===== src/rtl/binary_encoder_queue_pkg.sv =====
// Shared widths, FSM encoding and a population-count helper for the
// binary encoder queue.
package binary_encoder_queue_pkg;

    localparam int IDX_W = 5;
    localparam int N_REQ = 32;
    localparam int CNT_W = 6;

    typedef enum logic {
        ST_IDLE  = 1'b0,
        ST_GRANT = 1'b1
    } state_t;

    // Number of set bits in a request vector; result fits 0..32 in CNT_W bits.
    function automatic logic [CNT_W-1:0] popcount(input logic [N_REQ-1:0] vec);
        logic [CNT_W-1:0] total;
        total = '0;
        for (int i = 0; i < N_REQ; i++) begin
            total = total + CNT_W'(vec[i]);
        end
        return total;
    endfunction

endpackage


===== src/rtl/binary_encoder_queue_priority_pick.sv =====
// Combinational circular priority picker: returns the first set bit of vec
// found scanning from index start upward, wrapping 31 to 0.
module priority_pick
    import binary_encoder_queue_pkg::*;
(
    input  logic [N_REQ-1:0] vec,
    input  logic [IDX_W-1:0] start,
    output logic [IDX_W-1:0] idx,
    output logic             any
);

    // Scan all offsets from start; the first hit wins and later hits are ignored.
    always_comb begin
        logic [IDX_W-1:0] w_pos;
        idx   = '0;
        any   = 1'b0;
        w_pos = '0;
        for (int i = 0; i < N_REQ; i++) begin
            w_pos = start + IDX_W'(i);
            if (!any && vec[w_pos]) begin
                idx = w_pos;
                any = 1'b1;
            end
        end
    end

endmodule


===== src/rtl/binary_encoder_queue.sv =====
// Pending-request queue that hands out one grant at a time as a binary index.
//
//   state    | meaning
//   ---------+-----------------------------------------------------------
//   ST_IDLE  | no grant outstanding; a new grant is issued when E=1 and
//            | something is pending
//   ST_GRANT | O/V held stable until the consumer acks
//
// RR=0 picks the lowest pending index; RR=1 scans from a rotating pointer
// that moves to one past the last acked index.
module binary_encoder_queue
    import binary_encoder_queue_pkg::*;
#(
    parameter int RR = 0
) (
    input  logic             clk,
    input  logic             reset,
    input  logic [N_REQ-1:0] R,
    input  logic             E,
    input  logic             ack,
    output logic [IDX_W-1:0] O,
    output logic             V,
    output logic [CNT_W-1:0] cnt
);

    state_t           r_state;
    logic [N_REQ-1:0] r_pending;
    logic [CNT_W-1:0] r_cnt;
    logic [IDX_W-1:0] r_idx;
    logic             r_valid;
    logic [IDX_W-1:0] r_ptr;

    state_t           w_state_nxt;
    logic [IDX_W-1:0] w_idx_nxt;
    logic             w_valid_nxt;
    logic [IDX_W-1:0] w_ptr_nxt;
    logic [N_REQ-1:0] w_clr;
    logic [N_REQ-1:0] w_pending_nxt;
    logic [IDX_W-1:0] w_start;
    logic [IDX_W-1:0] w_pick_idx;
    logic             w_pick_any;
    logic             w_accept;

    // Pointer only matters in round-robin mode; fixed priority always scans from 0.
    assign w_start = (RR != 0) ? r_ptr : '0;

    priority_pick u_pick (
        .vec   (r_pending),
        .start (w_start),
        .idx   (w_pick_idx),
        .any   (w_pick_any)
    );

    // An ack only counts against a valid grant; a same-cycle request re-arms the bit.
    always_comb begin
        w_accept      = r_valid && ack;
        w_clr         = '0;
        if (w_accept) begin
            w_clr[r_idx] = 1'b1;
        end
        w_pending_nxt = (r_pending & ~w_clr) | R;
    end

    // Next-state and registered grant outputs.
    always_comb begin
        w_state_nxt = r_state;
        w_idx_nxt   = r_idx;
        w_valid_nxt = r_valid;
        w_ptr_nxt   = r_ptr;
        case (r_state)
            ST_IDLE: begin
                w_valid_nxt = 1'b0;
                if (E && w_pick_any) begin
                    w_idx_nxt   = w_pick_idx;
                    w_valid_nxt = 1'b1;
                    w_state_nxt = ST_GRANT;
                end
            end
            ST_GRANT: begin
                if (ack) begin
                    w_valid_nxt = 1'b0;
                    w_state_nxt = ST_IDLE;
                    if (RR != 0) begin
                        w_ptr_nxt = r_idx + IDX_W'(1);
                    end
                end
            end
            default: begin
                w_state_nxt = ST_IDLE;
                w_valid_nxt = 1'b0;
            end
        endcase
    end

    // State register; reset clears everything, including a grant in flight.
    always_ff @(posedge clk or posedge reset) begin
        if (reset) begin
            r_state   <= ST_IDLE;
            r_pending <= '0;
            r_cnt     <= '0;
            r_idx     <= '0;
            r_valid   <= 1'b0;
            r_ptr     <= '0;
        end else begin
            r_state   <= w_state_nxt;
            r_pending <= w_pending_nxt;
            r_cnt     <= popcount(w_pending_nxt);
            r_idx     <= w_idx_nxt;
            r_valid   <= w_valid_nxt;
            r_ptr     <= w_ptr_nxt;
        end
    end

    assign O   = r_idx;
    assign V   = r_valid;
    assign cnt = r_cnt;

endmodule


===== config.mk =====
export PLATFORM = sky130hd
export DESIGN_NAME = binary_encoder_queue
export DESIGN_NICKNAME = d
export VERILOG_FILES = /design/src/rtl/binary_encoder_queue_pkg.sv /design/src/rtl/binary_encoder_queue_priority_pick.sv /design/src/rtl/binary_encoder_queue.sv
export SDC_FILE = /design/constraint.sdc
export NUM_CORES = 1
export LEC_CHECK = 0
export CORE_ASPECT_RATIO = 0.7
export CORE_MARGIN = 2
export CORE_UTILIZATION = 40
export CTS_CLUSTER_DIAMETER = 40
export DETAILED_ROUTE_END_ITERATION = 8
export PLACE_DENSITY = 0.66
export SLEW_MARGIN = 25
export SYNTH_ARGS = -nofsm -noshare
export SYNTH_HDL_FRONTEND = slang
export SYNTH_SLANG_ARGS = --single-unit

===== constraint.sdc =====
create_clock -name clk -period 4.7 [get_ports clk]
set_input_delay 0.47 -clock clk [delete_from_list [all_inputs] [get_ports clk]]
set_output_delay 0.47 -clock clk [all_outputs]
set_load 0.01 [all_outputs]

==> results.py <==
metrics = {
    "synth": {
        "async_flop_share_pct": 100,
        "syn_nets": 349,
        "yosysUniqueCellTypes": 38,
        "syn_area_mm2": 0.00287,
        "synthCells": 282,
        "yosysWarningCount": 0,
        "ys_seq_area_share_pct": 39.3,
        "synth_ff_type": "dfrtp_1",
        "ys_ff_latch": 45,
        "syn_avg_cell_area_um2": 10.2,
        "synth_enable_flop_cells": 0,
    },
    "final_layout": {
        "final_common_cell": "buf_4",
        "layout.nets": 462,
        "diodes": 0,
        "multiInputGateArea_mm2": 0.00175,
        "syn_to_final_growth_pct": 45.0,
        "most-common-layout-cells": "buf_4 (59), clkdlybuf4s50_1 (46), dfrtp_1 (39)",
        "drive_above_1_share_pct": 28.8,
        "regArea_mm2": 0.00113,
        "nFillCells": 612,
        "fin_area_mm2": 0.00416,
    },
    "clock_network": {
        "cts_max_level": 2,
        "cts_sinks": 45,
        "cts_tree": "done",
        "root_buffer": "clkbuf_8",
        "clk_pin_slew_worst_paths_ns": 0.10,
        "cts_made_buffers": 5,
        "cts_hold_buf": 0,
        "clk_latency_ns": 0.31,
        "cts_max_path_buffers": 2,
    },
    "floorplan": {
        "initial_utilization_pct": 41.9,
        "die_width_um": 105,
        "rows": 25,
        "coreArea_mm2": 0.00685,
        "io_pins": 48,
        "die_h_um": 74.8,
        "die_area_mm2": 0.00787,
    },
    "detailed_routing": {
        "ant_nets": 0,
        "drtIter0Drc": 138,
        "dr.pass1.iters": 4,
        "via_per_inst": 5.01,
        "num_vias": 2454,
        "wire_per_inst_um": 15.8,
        "drc": 0,
        "wl_mm": 7.73,
    },
    "global_routing": {
        "grt_pass1_wl_mm": 12.8,
        "antenna_found_initial": 0,
        "grt_max_degree": 46,
        "grt_pass1_vias": 2472,
        "grt_overflow_total": 0,
        "grt_use_total_pct": 21.5,
    },
    "place": {
        "post_dp_cell_area_mm2": 0.00391,
        "port_buffers": 47,
        "dp_hpwl_mm": 6.24,
        "gp_congestion": 0.955,
    },
    "timing": {
        "fmaxAchievable_mhz": 193,
        "min_period_over_period_pct": 110,
        "rsz0062_at_grt": "true",
        "drv_slew": 0,
        "hold_viol": 0,
        "tightest_slew_ns": 0.650,
        "min_period_ns": 5.17,
        "finalClockSkew_ns": 0.00746,
        "finalSetupViolations": 5,
        "fin_ws_ns": -0.471,
        "relSlewSlack_pct": 56.3,
    },
    "power_and_ir_drop": {
        "power_density_mw_per_mm2": 265,
        "finalPower_uw": 1100,
        "irDropWorstVdd_v": 0.000209,
        "power.leakage_uw": 0.00156,
    },
    "critical_path": {
        "cpMaxStageDelayCell": "fa_1",
        "worstSetupPathType": "reg2reg",
        "crit_top_cell": "fa_1",
        "critPathRequiredTime_ns": 4.90,
        "crit_fanout": 5,
        "start_kind": "flip-flop",
        "endpoint_kind": "flip-flop",
        "worstPathArrival_ns": 5.37,
        "cp_slowest_stage_delay_ns": 0.56,
        "crit_chain": "buf_4, nand3b_1, o21ai_2, nor2b_4, fa_1, inv_1, fa_1, fa_2, fa_1, fa_1, fa_1, ha_2, inv_2, fa_2, inv_1, a21o_1, a21oi_2, xnor2_1",
    },
    "run_status": {
        "violations": "setup timing",
        "status": "finished, violations left",
    },
    "hold_path": {
        "holdCritPathClass": "reg2reg",
    },
    "flow_run": {
        "maxCapViolations": 0,
    },
}
[cell families after synthesis]
| group | count (synthesis) | synth area share, % |
|---|---|---|
| simple gates | 101 | 20.2 |
| flops | 45 | 39.3 |
| compound gates | 68 | 15.3 |
| fa+ha+maj | 31 | 19.8 |
| buf+inv | 34 | 4.45 |
| xor+xnor | 3 | 0.916 |
[registers in the layout, summed over array words and instances (netlist names)]
register   flops
O              5
cnt            6
V              1
r_state        1
r_pending     32
[critical path, delay by kind of cell, from the launching register on]
family / cells / cell delay, ns
adders and majority gates: 8 / 3.53
xor gates and xnor gates: 1 / 0.12
AOI/OAI and AO/OA: 3 / 0.28
buffers and inverters: 4 / 0.32
DFF: 1 / 0.48
and+or+nand+nor: 2 / 0.33
[cell usage after synthesis (2+ instances only)]
| master | number | area (um^2) |
|---|---|---|
| dfrtp_1 | 45 | 1130 |
| nor2b_1 | 11 | 68.8 |
| nand4_1 | 3 | 18.8 |
| nand3b_1 | 3 | 22.5 |
| fa_1 | 24 | 480 |
| o31ai_1 | 2 | 15.0 |
| a211oi_1 | 3 | 22.5 |
| nand3_1 | 6 | 30.0 |
| nor3_1 | 12 | 60.1 |
| or3_1 | 2 | 12.5 |
| nand2b_1 | 15 | 93.8 |
| o21ai_0 | 21 | 105 |
| clkbuf_1 | 3 | 11.3 |
| nor4_4 | 3 | 63.8 |
| a21oi_1 | 15 | 75.1 |
| nor3b_1 | 3 | 22.5 |
| nand2_1 | 21 | 78.8 |
| a21o_1 | 15 | 113 |
| inv_1 | 31 | 116 |
| ha_1 | 7 | 87.6 |
| nor2_1 | 17 | 63.8 |
| o21a_1 | 2 | 15.0 |
| xnor2_1 | 3 | 26.3 |
[layout make-up]
cell class                      count  share of cell area [%]
Sequential cell                    45                    27.3
Multi-Input combinational cell    203                    42.0
Tap cell                           94                    2.83
Clock buffer                        5                    1.65
Inverter                           31                    2.80
Timing Repair Buffer              109                    23.0
Clock inverter                      3                   0.511
[through the flow]
| stage | hold WS, ns | utilization (%) | TNS (ns) | instances | setup slack [ns] |
|---|---|---|---|---|---|
| after CTS | 0.514 | 60.1 | -2.01 | 487 | -0.475 |
| after global routing | 0.548 | 60.7 | -2.97 | 490 | -0.694 |
| after detailed placement | 0.493 | 57.1 | -5.67 | 467 | -1.12 |
| after global placement | 0.487 | 57.1 | -5.57 | 467 | -1.09 |
| final | 0.526 | 60.7 | -1.98 | 490 | -0.471 |
| after floorplan | 0.477 | - | -0.643 | 282 | -0.254 |
[what timing repair did]
action                                  CTS  global route
gates resized for setup                  14             6
pin swaps                                 9            11
endpoints found under the setup margin    6             5
setup buffers                            12             3
cloned                                    0             0
hold endpoints to repair                  0             0
[final timing paths]
kind | cells past startpoint | slack, ns | startpoint | to
min | 1 | 0.53 | r_pending[19] | r_pending[19]
min reg2reg | 1 | 0.53 | r_pending[19] | r_pending[19]
max | 18 | -0.47 | O[4] | cnt[4]
min in group asynchronous | 3 | 0.60 | reset | cnt[2]
max reg2reg | 18 | -0.47 | O[4] | cnt[4]
max in group asynchronous | 3 | 3.66 | reset | O[1]
[metal layers]
layer  share of wire (%)  GRT usage, %  up-vias
li1                    -             -     1184
met1                  50          32.3     1203
met2                  43          32.8       60
met3                 6.0          4.59        7
met4                0.58          3.56        0
met5                   0             0        -
[where the power goes]
| group | total, uW | internal, uW | switching, uW |
|---|---|---|---|
| logic | 393 | 236 | 157 |
| clock network | 257 | 106 | 151 |
| registers | 451 | 422 | 29.4 |
No activity file was read; power rests on OpenSTA's default activity.
